### config.mk
export PLATFORM = sky130hd
export DESIGN_NAME = stage2_sha
export DESIGN_NICKNAME = d
export VERILOG_FILES = /design/src/rtl/sha256_pkg.sv /design/src/rtl/sha_round_func.sv /design/src/rtl/stage2_sha.sv
export SDC_FILE = /design/constraint.sdc
export NUM_CORES = 2
export LEC_CHECK = 0
export ABC_AREA = 1
export ABC_CLOCK_PERIOD_IN_PS = 9130
export CAP_MARGIN = 0
export CORE_MARGIN = 3
export CORE_UTILIZATION = 40
export CTS_CLUSTER_SIZE = 30
export DETAILED_ROUTE_END_ITERATION = 10
export PLACE_DENSITY = 0.69
export RECOVER_POWER = 25
export SLEW_MARGIN = 20
export SYNTH_ARGS = -nofsm -noshare
export SYNTH_HDL_FRONTEND = slang
export SYNTH_SLANG_ARGS = --single-unit
### constraint.sdc
create_clock -name clk -period 9.13 [get_ports clk]
set_input_delay 1.3695 -clock clk [delete_from_list [all_inputs] [get_ports clk]]
set_output_delay 1.3695 -clock clk [all_outputs]
set_load 0.1 [all_outputs]
### src/rtl/sha256_pkg.sv
// Shared types, constants and round helper functions for the SHA-256 compression stage.
package sha256_pkg;

    localparam int unsigned WORD_W     = 32;
    localparam int unsigned CNT_W      = 6;
    localparam int unsigned ROUNDS_DEF = 64;
    localparam logic [CNT_W-1:0] ROUND_LAST = CNT_W'(ROUNDS_DEF - 1);

    typedef logic [WORD_W-1:0] word_t;

    typedef enum logic [1:0] {
        IDLE  = 2'd0,
        RUN   = 2'd1,
        FINAL = 2'd2,
        DONE  = 2'd3
    } state_t;

    localparam word_t SHA256_IV [8] = '{
        32'h6a09e667, 32'hbb67ae85, 32'h3c6ef372, 32'ha54ff53a,
        32'h510e527f, 32'h9b05688c, 32'h1f83d9ab, 32'h5be0cd19
    };

    localparam word_t SHA224_IV [8] = '{
        32'hc1059ed8, 32'h367cd507, 32'h3070dd17, 32'hf70e5939,
        32'hffc00b31, 32'h68581511, 32'h64f98fa7, 32'hbefa4fa4
    };

    function automatic word_t rotr(input word_t x, input int unsigned n);
        return (x >> n) | (x << (WORD_W - n));
    endfunction

    function automatic word_t big_sigma0(input word_t x);
        return rotr(x, 2) ^ rotr(x, 13) ^ rotr(x, 22);
    endfunction

    function automatic word_t big_sigma1(input word_t x);
        return rotr(x, 6) ^ rotr(x, 11) ^ rotr(x, 25);
    endfunction

    function automatic word_t ch(input word_t e, input word_t f, input word_t g);
        return (e & f) ^ (~e & g);
    endfunction

    function automatic word_t maj(input word_t a, input word_t b, input word_t c);
        return (a & b) ^ (a & c) ^ (b & c);
    endfunction

endpackage

### src/rtl/sha_round_func.sv
// One SHA-256 compression round: produces the new a (T1+T2) and new e (d+T1).
module sha_round_func
    import sha256_pkg::*;
(
    input  word_t i_a,
    input  word_t i_b,
    input  word_t i_c,
    input  word_t i_d,
    input  word_t i_e,
    input  word_t i_f,
    input  word_t i_g,
    input  word_t i_h,
    input  word_t i_wk,
    output word_t o_a_nxt_c,
    output word_t o_e_nxt_c
);

    word_t w_t1;
    word_t w_t2;

    assign w_t1      = i_h + big_sigma1(i_e) + ch(i_e, i_f, i_g) + i_wk;
    assign w_t2      = big_sigma0(i_a) + maj(i_a, i_b, i_c);
    assign o_a_nxt_c = w_t1 + w_t2;
    assign o_e_nxt_c = i_d + w_t1;

endmodule

### src/rtl/stage2_sha.sv
// SHA-256 compression stage and round controller; SHA224_MODE_EN adds the
// sha224_sel port selecting the SHA-224 IV and truncating digest[31:0].
module stage2_sha
    import sha256_pkg::*;
#(
    parameter int unsigned ROUNDS = 32'(ROUND_LAST) + 32'd1
) (
    input  logic         clk,
    input  logic         rst,
    input  logic         start,
    input  logic         first_block,
`ifdef SHA224_MODE_EN
    input  logic         sha224_sel,
`endif
    input  logic [31:0]  wk_info,
    output logic         sha_running,
    output logic [5:0]   state_counter,
    output logic         busy,
    output logic         digest_valid,
    output logic [255:0] digest
);

    localparam logic [CNT_W-1:0] LAST_CNT = CNT_W'(ROUNDS - 1);

    state_t           r_state;
    logic [CNT_W-1:0] r_cnt;
    logic             r_running;
    logic             r_busy;
    logic             r_valid;
    word_t            r_v [8];
    word_t            r_h [8];
    word_t            w_iv [8];
    word_t            w_a_nxt;
    word_t            w_e_nxt;
    word_t            w_h7;

`ifdef SHA224_MODE_EN
    logic             r_224;

    assign w_iv = sha224_sel ? SHA224_IV : SHA256_IV;
    assign w_h7 = r_224 ? '0 : r_h[7];
`else
    assign w_iv = SHA256_IV;
    assign w_h7 = r_h[7];
`endif

    sha_round_func u_round (
        .i_a       (r_v[0]),
        .i_b       (r_v[1]),
        .i_c       (r_v[2]),
        .i_d       (r_v[3]),
        .i_e       (r_v[4]),
        .i_f       (r_v[5]),
        .i_g       (r_v[6]),
        .i_h       (r_v[7]),
        .i_wk      (wk_info),
        .o_a_nxt_c (w_a_nxt),
        .o_e_nxt_c (w_e_nxt)
    );

    // Round controller with the working-variable and chaining-hash registers.
    always_ff @(posedge clk) begin
        if (rst) begin
            r_state   <= IDLE;
            r_cnt     <= '0;
            r_running <= 1'b0;
            r_busy    <= 1'b0;
            r_valid   <= 1'b0;
            for (int i = 0; i < 8; i++) begin
                r_v[i] <= '0;
                r_h[i] <= '0;
            end
`ifdef SHA224_MODE_EN
            r_224     <= 1'b0;
`endif
        end else begin
            r_valid <= 1'b0;
            case (r_state)
                IDLE: begin
                    if (start) begin
                        r_state   <= RUN;
                        r_running <= 1'b1;
                        r_busy    <= 1'b1;
                        r_cnt     <= '0;
                        if (first_block) begin
                            r_h <= w_iv;
                            r_v <= w_iv;
                        end else begin
                            r_v <= r_h;
                        end
`ifdef SHA224_MODE_EN
                        if (first_block) r_224 <= sha224_sel;
`endif
                    end
                end
                RUN: begin
                    r_v[0] <= w_a_nxt;
                    r_v[1] <= r_v[0];
                    r_v[2] <= r_v[1];
                    r_v[3] <= r_v[2];
                    r_v[4] <= w_e_nxt;
                    r_v[5] <= r_v[4];
                    r_v[6] <= r_v[5];
                    r_v[7] <= r_v[6];
                    if (r_cnt == LAST_CNT) begin
                        r_cnt     <= '0;
                        r_running <= 1'b0;
                        r_state   <= FINAL;
                    end else begin
                        r_cnt <= r_cnt + CNT_W'(1);
                    end
                end
                FINAL: begin
                    for (int i = 0; i < 8; i++) begin
                        r_h[i] <= r_h[i] + r_v[i];
                    end
                    r_valid <= 1'b1;
                    r_state <= DONE;
                end
                DONE: begin
                    r_busy  <= 1'b0;
                    r_state <= IDLE;
                end
                default: begin
                    r_state   <= IDLE;
                    r_running <= 1'b0;
                    r_busy    <= 1'b0;
                end
            endcase
        end
    end

    assign sha_running   = r_running;
    assign state_counter = r_cnt;
    assign busy          = r_busy;
    assign digest_valid  = r_valid;
    assign digest        = {r_h[0], r_h[1], r_h[2], r_h[3], r_h[4], r_h[5], r_h[6], w_h7};

endmodule
==> impl_results.md <==
- Number of global-route vias before repair: 50,560
- Number of post-CTS setup repair buffers: 0
- Port Buffers: 300
- Status: complete, but fails checks
- Routed len/inst: 23.63 um
- Tcrit/Tclk final: 84.27%
- DIE AREA: 0.1270 mm^2
- Cells after synthesis: 7,650
- CP max FO: 155
- Hold Buf Count CTS: 0
- Tmin final: 7.694 ns
- GRT overflow: 0
- Pin count of the biggest net entering global routing: 179
- Fin nets: 8,175
- Setup_tns: 0 ns
- Most frequent cell after synthesis: nand2_1
- Horiz. Die Dim: 356.4 um
- Worst setup EP type: flip-flop
- CTS Buf Count: 68
- GR Util met1: 43.27%
- Worst endpoint data arrival time: 8.32 ns
- Chip height: 356.4 um
- Synth top cells by count: 1,872 x nand2_1, 1,095 x a21oi_1, 745 x inv_1, 592 x nor2_1, 523 x dfxtp_1
- First-pass GRT wire length: 324,000 um
- Storage element area: 0.01047 mm^2
- Mapped Area: 0.04911 mm^2
- Post-synth ARST share: 0%
- Max Cap Viol: 6
- Yosys reg bits: 523
- Gr usage total: 33.54%
- Clock Sinks: 523
- CTS tree: done
- Final Setup Violations: 0
- Number of flops mapped to enable cells by yosys: 0
- Syn. warnings: 0
- DRT iter0 DRCs: 5,761
- Layout overhead on the synthesized area: 13.00%
- Top post-synthesis cells by area: dfxtp_1 21%, nand2_1 14%, a21oi_1 11%, ha_1 8.8%, inv_1 5.7%
- Post_cts resized: 0
- Starting density of the core: 40.61%
- Violated checks: capacitance limit, slew limit
- Detail Placement HPWL: 169,200 um
- Share of cells above drive strength 1: 3.926%
- H-tree Lvls: 3
- Worst min-delay path class: flip-flop to flip-flop
- Gr busiest metal: met2
- Unrepaired setup endpoints after global routing: false
- Clk Latency, worst-skew pair: 0.70 ns
- Clk slew on worst S/H paths: 0.06 ns
- Vias per Instance: 5.812
- Fillers: 12,720
- Yosys cell types: 59
- Hold Path Cell Cnt: 2
- Via Count: 54,400
- Core area: 0.1209 mm^2
- Worst-Margin Slew: 6.973 ns
- Sequential area share after synthesis: 21.32%
- Setup Skew: 0.03230 ns
- Critical path data required time: 9.75 ns
- Slew Limit Fails: 370
- Initial antenna violation count: 4
- Avg Cell Area, Syn: 6.420 um^2
- Most area-hungry cell type in the Yosys netlist: dfxtp_1
- Met2 Use GR: 53.10%
- Drt first pass iters: 7
- # rows: 127
- Area of the multi-input gates: 0.03427 mm^2
- M3 GR Usage: 5.127%
- WS Path Type: flip-flop to flip-flop
- # DRC: 0
- Nature of the critical path startpoint: flip-flop
- Syn nets: 8,134
- Final antenna-violating net count: 0
- Share of the synthesized area in the top cell type: 21.32%
- RD Place Congestion: 1.024
- I/O pin count: 301
- Clk buf depth: 3
- Max Fclk: 130.0 MHz
- Slew Limit Headroom: -364.9%
- Total Wirelength: 221,200 um
- Top_reg_cell synth: dfxtp_1
- Hold Fails Final Rpt: 0
- Root Buffer: clkbuf_16
- FF-to-FF path depth: 10
[area by class of cell]
type                    count  area share, %
repair buffers            350          6.168
inverters                 753          5.143
clock buffers              80          3.332
clock inverters            43          1.091
well taps                1612          3.634
multi-input cells        5995          61.74
diodes                      5        0.02255
flip-flops and latches    523          18.87
[registers in the layout, summed over array words and instances, names as in the netlist]
| signal | count |
|---|---|
| r_v | 256 |
| digest | 224 |
| w_h7 | 32 |
| state_counter | 6 |
| r_state | 2 |
| busy | 1 |
| digest_valid | 1 |
| sha_running | 1 |
[metal layers]
metal	share of wire, %	vias up
met5	0	-
met4	6.8	0
met3	8.3	556
met2	44	2622
met1	41	25470
li1	-	25750
[critical path, cell delays in order, from the launching register on]
cell	delay [ns]
dfxtp_1	0.34
inv_1	0.10
ha_1	1.64
inv_8	0.72
o21ai_0	0.43
clkbuf_1	1.95
inv_8	0.86
buf_4	0.70
a21oi_1	0.39
o21ai_0	0.14
a21oi_1	0.17
[path summary, 6_finish.rpt]
check | startpoint | to | slack, ns
min | r_v[124] | r_v[124] | 0.46
max reg2reg | r_state[1] | r_v[190] | 1.44
max | r_state[1] | r_v[190] | 1.44
min reg2reg | r_v[124] | r_v[124] | 0.46
[cells in the final DEF, fill, tap and decap left out, types with 21 or more instances in the layout]
master and n:
fa_1 103, buf_4 42, clkbuf_16 70, o211ai_1 175, xnor2_1 127, o21ai_1 43
o21bai_1 65, a31oi_1 66, nor2_1 592, inv_1 745, nand3_1 356, a21boi_0 36
nor3_1 42, dfxtp_1 523, clkdlybuf4s50_1 294, nand3b_1 33, nand2_2 22, xor2_1 191
nand2_1 1872, ha_1 344, o21ai_0 494, maj3_1 21, a21o_1 46, nand4_1 81
a21oi_1 1095, o21ai_2 24
[through the flow]
stage               hold WS (ns)  cell area (um^2)  util, %  instances  worst slack [ns]
floorplan                 0.4612             49110        -       7650             3.123
global placement          0.4521             53090    43.91       9233             1.792
detailed placement        0.4567             53090    43.91       9233             1.799
CTS                       0.4656             55550    45.94       9356             2.514
global route              0.4868             55490    45.89       9357             1.051
finish                    0.4646             55500    45.89       9361             1.436
[cells by family after synthesis]
kind of cell / after synthesis / share of synthesized area [%]
xor+xnor: 318 / 5.671
flops: 523 / 21.32
fa+ha+maj: 469 / 13.42
simple gates: 3057 / 25.75
mux: 9 / 0.1834
buf+inv: 1132 / 8.927
compound gates: 2142 / 24.73
Power is left out: the tool's default activity adds up to more than one toggle a clock period on the data nets, which glitch-free logic cannot reach.
